==> src/rtl/phy_pkg.sv <==
// Shared PHY definitions used by both the transmit and receive sides:
// frame geometry, default control characters and the link-state encoding.
package phy_pkg;

  localparam int unsigned LANES      = 4;
  localparam int unsigned BYTE_W     = 8;
  localparam int unsigned FRAME_BITS = LANES * BYTE_W;
  localparam int unsigned CNT_W      = $clog2(FRAME_BITS);

  localparam logic [BYTE_W-1:0] COM_DEFAULT  = 8'hBC;
  localparam logic [BYTE_W-1:0] IDLE_DEFAULT = 8'h7C;

  typedef enum logic {
    ST_SYNC   = 1'b0,
    ST_ACTIVE = 1'b1
  } phy_state_e;

endpackage

==> src/rtl/phy_tx_serializer.sv <==
// Frame serializer: 32-bit shift register plus bit counter. The counter
// rests at the last bit position out of reset, so the first edge after
// reset release loads a frame and its MSB drives the line from that edge.
module phy_tx_serializer
  import phy_pkg::*;
(
  input  logic                  clk_i,
  input  logic                  rst_ni,
  input  logic [FRAME_BITS-1:0] word_i,
  output logic                  load_o,
  output logic                  pre_load_o,
  output logic                  data_o
);

  logic [CNT_W-1:0]      bit_cnt_q, bit_cnt_d;
  logic [FRAME_BITS-1:0] shift_q, shift_d;

  // Load on the last bit position, otherwise shift MSB-first; counter wraps.
  always_comb begin
    load_o     = (bit_cnt_q == CNT_W'(FRAME_BITS - 1));
    pre_load_o = (bit_cnt_q == CNT_W'(FRAME_BITS - 2));
    bit_cnt_d  = bit_cnt_q + CNT_W'(1);
    shift_d    = {shift_q[FRAME_BITS-2:0], 1'b0};
    if (load_o) begin
      shift_d = word_i;
    end
  end

  // Counter and shift register; reset parks the counter just before a load.
  always_ff @(posedge clk_i or negedge rst_ni) begin
    if (!rst_ni) begin
      bit_cnt_q <= CNT_W'(FRAME_BITS - 1);
      shift_q   <= '0;
    end else begin
      bit_cnt_q <= bit_cnt_d;
      shift_q   <= shift_d;
    end
  end

  assign data_o = shift_q[FRAME_BITS-1];

endmodule

==> src/rtl/phy_tx.sv <==
// Transmit PHY: sends SYNC_FRAMES all-COM frames after reset, then packs the
// four lanes (IDLE for invalid lanes) into one frame per 32 bit times.
// Optional macro PHY_TX_FRAME_MARK_EN adds the frame_start output, high
// while data_out carries the first bit of any frame.
module phy_tx
  import phy_pkg::*;
#(
  parameter int unsigned       SYNC_FRAMES = 4,
  parameter logic [BYTE_W-1:0] COM         = COM_DEFAULT,
  parameter logic [BYTE_W-1:0] IDLE        = IDLE_DEFAULT
) (
  input  logic              clk_32f,
  input  logic              reset,
  input  logic [BYTE_W-1:0] data_tx0,
  input  logic [BYTE_W-1:0] data_tx1,
  input  logic [BYTE_W-1:0] data_tx2,
  input  logic [BYTE_W-1:0] data_tx3,
  input  logic              valid_tx0,
  input  logic              valid_tx1,
  input  logic              valid_tx2,
  input  logic              valid_tx3,
  output logic              sample,
  output logic              data_out
`ifdef PHY_TX_FRAME_MARK_EN
  ,
  output logic              frame_start
`endif
);

  localparam int unsigned FC_W = $clog2(SYNC_FRAMES + 1);

  phy_state_e            state_q, state_d;
  logic [FC_W-1:0]       frame_cnt_q, frame_cnt_d;
  logic                  sample_q, sample_d;
  logic                  load, pre_load;
  logic [FRAME_BITS-1:0] word;
  logic [BYTE_W-1:0]     lane_data [LANES];
  logic [LANES-1:0]      lane_vld;

  assign lane_data = '{data_tx0, data_tx1, data_tx2, data_tx3};
  assign lane_vld  = {valid_tx3, valid_tx2, valid_tx1, valid_tx0};

  // Frame word: COM on every lane while syncing, else data or IDLE per lane.
  always_comb begin
    word = '0;
    for (int i = 0; i < LANES; i++) begin
      if (state_q == ST_SYNC) begin
        word[(LANES-1-i)*BYTE_W +: BYTE_W] = COM;
      end else if (lane_vld[i]) begin
        word[(LANES-1-i)*BYTE_W +: BYTE_W] = lane_data[i];
      end else begin
        word[(LANES-1-i)*BYTE_W +: BYTE_W] = IDLE;
      end
    end
  end

  // Next state: count COM frames at load edges, switch to ACTIVE after the
  // last one; sample flags the cycle ending in an ACTIVE load.
  always_comb begin
    state_d     = state_q;
    frame_cnt_d = frame_cnt_q;
    sample_d    = pre_load && (state_q == ST_ACTIVE);
    if (load && (state_q == ST_SYNC)) begin
      frame_cnt_d = frame_cnt_q + FC_W'(1);
      if (frame_cnt_q == FC_W'(SYNC_FRAMES - 1)) begin
        state_d = ST_ACTIVE;
      end
    end
  end

  // Control registers; ACTIVE is left only through reset.
  always_ff @(posedge clk_32f or negedge reset) begin
    if (!reset) begin
      state_q     <= ST_SYNC;
      frame_cnt_q <= '0;
      sample_q    <= 1'b0;
    end else begin
      state_q     <= state_d;
      frame_cnt_q <= frame_cnt_d;
      sample_q    <= sample_d;
    end
  end

  assign sample = sample_q;

  phy_tx_serializer u_ser (
    .clk_i      (clk_32f),
    .rst_ni     (reset),
    .word_i     (word),
    .load_o     (load),
    .pre_load_o (pre_load),
    .data_o     (data_out)
  );

`ifdef PHY_TX_FRAME_MARK_EN
  logic frame_start_q;

  // Marks the cycle following each load edge, i.e. bit 31 on the line.
  always_ff @(posedge clk_32f or negedge reset) begin
    if (!reset) begin
      frame_start_q <= 1'b0;
    end else begin
      frame_start_q <= load;
    end
  end

  assign frame_start = frame_start_q;
`endif

endmodule

==> config.mk <==
export PLATFORM = sky130hd
export DESIGN_NAME = phy_tx
export DESIGN_NICKNAME = d
export VERILOG_FILES = /design/src/rtl/phy_pkg.sv /design/src/rtl/phy_tx_serializer.sv /design/src/rtl/phy_tx.sv
export SDC_FILE = /design/constraint.sdc
export NUM_CORES = 1
export LEC_CHECK = 0
export BUFFER_PORTS_ARGS = -buffer_cell sky130_fd_sc_hd__buf_2
export CAP_MARGIN = 30
export CORE_MARGIN = 10
export CORE_UTILIZATION = 32
export CTS_CLUSTER_SIZE = 25
export DETAILED_ROUTE_END_ITERATION = 12
export GPL_TIMING_DRIVEN = 1
export SLEW_MARGIN = 0
export SYNTH_ARGS = -nofsm -noshare
export SYNTH_HDL_FRONTEND = slang
export SYNTH_SLANG_ARGS = --single-unit
==> constraint.sdc <==
create_clock -name clk_32f -period 2 [get_ports clk_32f]
set_input_delay 0.3 -clock clk_32f [delete_from_list [all_inputs] [get_ports clk_32f]]
set_output_delay 0.3 -clock clk_32f [all_outputs]
set_load 0.01 [all_outputs]
==> Word level (Yosys, flattened, before mapping) <==
Index checks and enable logic that the tools add are counted.
{ "word_totals": {"ff_bits": 42, "latch_bits": 0, "ramBits": 0, "rom_bits": 0, "input_bits": 38, "out_inout_bits": 2, "word_cells": 23, "n_memories": 0} }
{ "op_classes": {"addsub": 2, "n_mul": 0, "div": 0, "order_cmp": 0, "n_eq_ne": 3, "shifts": 0, "muxes": 9, "n_bitwise": 1, "reduce_logical": 3} }
{ "ops": {"columns": ["op", "count"], "rows": [
  ["$mux 8", 8],
  ["$mux 32", 1],
  ["$eq 5x5->1 const B", 2],
  ["$add 5x1->5 const B", 1],
  ["$add 3x1->3 const B", 1],
  ["$eq 3x2->1 const B", 1],
  ["$logic_and 1x1->1", 2],
  ["$reduce_and 2->1", 1],
  ["$not 1->1", 1]
]} }

==> Longest topological paths before layout <==
{ "logic_depth": {"word_depth": 3, "ltp_mapped": 7} }

==> Hierarchy <==
From an unflattened synthesis, not the netlist that was laid out.
{ "unflattened": {"hier_cells": 143, "hier_area_um2": 2019.4} }
{ "by_module_without_submodules": {"columns": ["mod", "n_inst", "cells_per_inst", "area_each_um2", "seq_area_each_um2"], "rows": [
  ["phy_tx_serializer", 1, 83, 1550.2, 932.1],
  ["phy_tx", 1, 60, 469.2, 125.1]
]} }

==> Least setup slack after synthesis <==
Ideal clock, no wire load.
{ "synth_timing": {"kind": "register -> register", "startpoint": "register u_ser.bit_cnt_q[0]", "endpoint": "register frame_cnt_q[1]", "setup_ps": 125, "arrival_time_ps": 1450, "path_slack_ps": 425, "stages_incl_launch_ff": 7, "cell_sequence": "dfstp_2 ha_1 and3_1 ha_1 buf_4 nand2b_4 mux2_4"} }
{ "synth_via": {"elab_chain_len": 2} }
{ "synth_lines": {"columns": ["item", "line_no", "text"], "rows": [
  ["from (decl)", "phy_tx_serializer.sv:15", "logic [CNT_W-1:0] bit_cnt_q, bit_cnt_d;"],
  ["from (signal assigned)", "phy_tx_serializer.sv:32", "bit_cnt_q <= CNT_W'(FRAME_BITS - 1);"],
  ["from (signal assigned)", "phy_tx_serializer.sv:35", "bit_cnt_q <= bit_cnt_d;"],
  ["$eq 5x5->1", "phy_tx_serializer.sv:20", "load_o = (bit_cnt_q == CNT_W'(FRAME_BITS - 1));"],
  ["$logic_and 1x1->1", "phy_tx.sv:63", "if (load && (state_q == ST_SYNC)) begin"],
  ["to (signal assigned)", "phy_tx.sv:79", "frame_cnt_q <= frame_cnt_d;"],
  ["to (decl)", "phy_tx.sv:33", "logic [FC_W-1:0] frame_cnt_q, frame_cnt_d;"]
]} }
No other way between the ends.
A chain may end at the register's enable or synchronous reset.

==> Final worst setup path <==
{ "layout_timing": {"startpoint": "register u_ser.bit_cnt_q[0]", "endpoint": "register u_ser.shift_q[14]"} }
{ "layout_via": {"elab_chain_len": 2} }
{ "layout_lines": {"columns": ["item", "line_no", "text"], "rows": [
  ["$eq 5x5->1", "phy_tx_serializer.sv:20", null],
  ["$mux 32", "phy_tx_serializer.sv:24", "if (load_o) begin"],
  ["named net u_ser.shift_d[14]", "phy_tx_serializer.sv:16", "logic [FRAME_BITS-1:0] shift_q, shift_d;"],
  ["to (signal assigned)", "phy_tx_serializer.sv:36", "shift_q <= shift_d;"],
  ["to (decl)", "phy_tx_serializer.sv:16", null]
]} }
The timed path passes the listed nets, and every way through them passes these cells.

==> impl_results.md <==
* Most frequent cells in the layout: buf_2, dfrtp_1, inv_1
* Setup crit start: u_ser.bit_cnt_q[0]
* Max Freq at 0.5766 GHz
* Crit-path max FO at 34
* Via Count at 1255
* Area after DPL at 2048 sq um
* Main area contributors after synthesis: dfrtp_1, dfstp_2, a31oi_1
* Slew Limit Headroom at 64.92%
* Avg Cell Area, Syn at ~10 sq um
* Maxcap violations at 0
* Final hold vios at 0
* First-pass GRT wire length at 6.327 mm
* Post-synthesis net count at 213
* Num CTS Buffers at 5
* Clock skew at 3.802 ps
* Outcome: finished, final reports clean
* Hold Path End: u_ser.shift_q[20]
* CP Launch Type: flop
* DP Cell Count at approximately 270
* Final Critical Period at 1734 ps
* Port Buffer Count at 39
* DIE WIDTH at 94.30 microns
* N_diodes at 0
* Die Y at 94.30 microns
* # DRC at 0
* Worst Hold Class: in -> reg
* Initial antenna violation count at 0
* Final Max Slew Viols at 0
* Clock root buffer master: clkbuf_8
* Row cnt at 26
* Die Area at 8892 sq um
* Cell area after synthesis at 1767 sq um
* Clock slew at reported path FFs at 80 ps
* Kind of critical path: reg -> reg
* Worst skew pair latency at 290 ps
* Vias in the first global route at 1359
* Share of cells above drive strength 1 at 27.23%
* WL/cell at 12.89 microns
* H-tree lvl count at 2
* Met1 usage at 11.29%
* Nets at 255
* Crit path required time at about 2200 ps
* Most common cell after layout, fill and taps aside: buf_2
* Critical R2R Launch: u_ser.bit_cnt_q[0]
* Setup TNS at 0 ps
* DRT antenna net count at 0
* TritonCTS clock tree: done
* Post-Layout Cell Count at 283
* Yosys reg bits at 42
* Worst path buffer plus inverter count at 1
* 1st-pass router iterations at 4
* Period utilization at between 80 and 90%
* Synth top area share at a little over half
* M2 GR Usage at roughly 13%
* Syn Inst Count at 170
* FF-to-FF End: u_ser.shift_q[14]
* Initial Util at about 34%
* CP delay by family, top: flip-flops
* Core outline area at between 5000 and 6000 sq um
* Worst-margin pin slew at 526.2 ps
* Number of synthesis warnings at 0
* Critical-path top delay cell: dfstp_2
* Area grow syn2layout at 21.67%
* GR Util All Layers at 8.907%
* Worst Hold Depth at 3
* Clock sink count at 42
* Setup crit end kind: flop
* Largest net degree at the start of global routing at 35
* RSZ-0062 raised after global routing: no
* Crit path arrival time at 1940 ps
* Dpl hpwl at 2.636 mm
* PwrDens at 687.1 nW/um^2
* Remaining Overflow, GRT at 0
* Gr busiest metal: met2
* Met3 usage at 4.157%
* Max VDD drop at 0.3048 mV
* R2R depth at 6
* Total wire length after detailed routing at 3.649 mm
* Max incr delay on CP at 550 ps
* Clock tree buffer depth at 2
* Cell area after layout at 2150 sq um
* Via density at 4.435
* Leakage at between 0.001 and 0.0015 uW
* Hold WS at 247.0 ps
* Worst R2R Setup Slack at 270 ps
* Worst-path cell chain: ha_1 -> and3_1 -> ha_2 -> buf_12 -> nand2_1 -> o22ai_1
* Netlist cell types at 23
* Worst Hold Launch: data_tx1[4]
* Seq/Total Area, Yosys at about three fifths
* Starting DRT DRC Count at between 70 and 80
* # setup viols final at 0
* Synth area leader: dfrtp_1
* Gpl congestion at approximately 0.74
* I/O pins at 40
cell usage after synthesis:
cell      count
and2_1        4
nand2b_4      1
dfstp_2       5
nand4_1       7
nor2b_1       4
xor2_1        1
a21o_1        1
a31oi_1      20
nor2_1       21
nand3_1       2
o22ai_1       4
inv_1        30
buf_4         3
mux2_4        1
dfrtp_1      37
buf_2         5
buf_6         1
o21ai_0       7
ha_1          5
and3_1        2
nand2_1       6
xnor2_1       2
mux2i_1       1
layer usage:
layer	share of wire, %	wire length (microns)
met1	48	1745
met2	43	1562
met3	8.1	296
met4	1.2	45
met5	0	0
worst max-delay path by stage:
stage / cells past startpoint / to / slack (ps)
after CTS: 6 / u_ser.shift_q[6] / 260
after floorplan: 6 / frame_cnt_q[1] / 420
after detailed placement: 6 / u_ser.shift_q[13] / 270
after global placement: 6 / u_ser.shift_q[13] / 340
after global routing: 6 / u_ser.shift_q[14] / 130
final: 6 / u_ser.shift_q[14] / 270
worst register-to-register path, stage by stage, from the launching register on:
cell	delay, ps
dfstp_2	550
ha_1	180
and3_1	160
ha_2	240
buf_12	200
nand2_1	150
o22ai_1	180
where the power goes:
part,internal (uW),switching [uW],leakage (uW)
Combinational,35.9,38.8,0.000535
Sequential,849,0,0.000521
Clock,278,275,0.0000482
Total,1160,313,0.00110
cell type report:
class / instances / area (sq um)
tap: 70 / 87.58
timing repair buffer: 44 / 260.3
fill: 536 / 3088
inverter: 30 / 112.6
multi-input combinational: 89 / 540.5
clock inverter: 1 / 5.005
clock buffer: 7 / 86.33
sequential: 42 / 1057
stage by stage:
| stage | power, uW | setup slack (ps) | utilization, % |
|---|---|---|---|
| after global routing | 1553 | 133.0 | 41.04 |
| after global placement | 941.4 | 342.6 | 39.11 |
| after floorplan | 876.7 | 424.7 | - |
| after CTS | 1500 | 263.0 | 41.04 |
| final | 1477 | 265.7 | 41.04 |
| after detailed placement | 940.8 | 267.0 | 39.11 |
sequential cells by signal, indices dropped and copies added, names as in the netlist:
name	count
sample	1
state_q	1
frame_cnt_q	3
u_ser.shift_q	32
u_ser.bit_cnt_q	5
kinds of logic after synthesis:
group / after synthesis / share of synthesized area [%]
simple gates: 47 / 13.10
fa+ha+maj: 5 / 3.541
buf+inv: 39 / 9.702
flops: 42 / 59.84
mux: 2 / 1.416
xor+xnor: 3 / 1.488
compound gates: 32 / 10.91
timing repair:
| action | CTS | global route |
|---|---|---|
| setup buffers | 0 | 0 |
| hold buffers | 1 | 0 |
| hold endpoints to repair | 18 | 0 |
| gates resized for setup | 0 | 0 |
No activity file was read; power rests on OpenSTA's default activity.
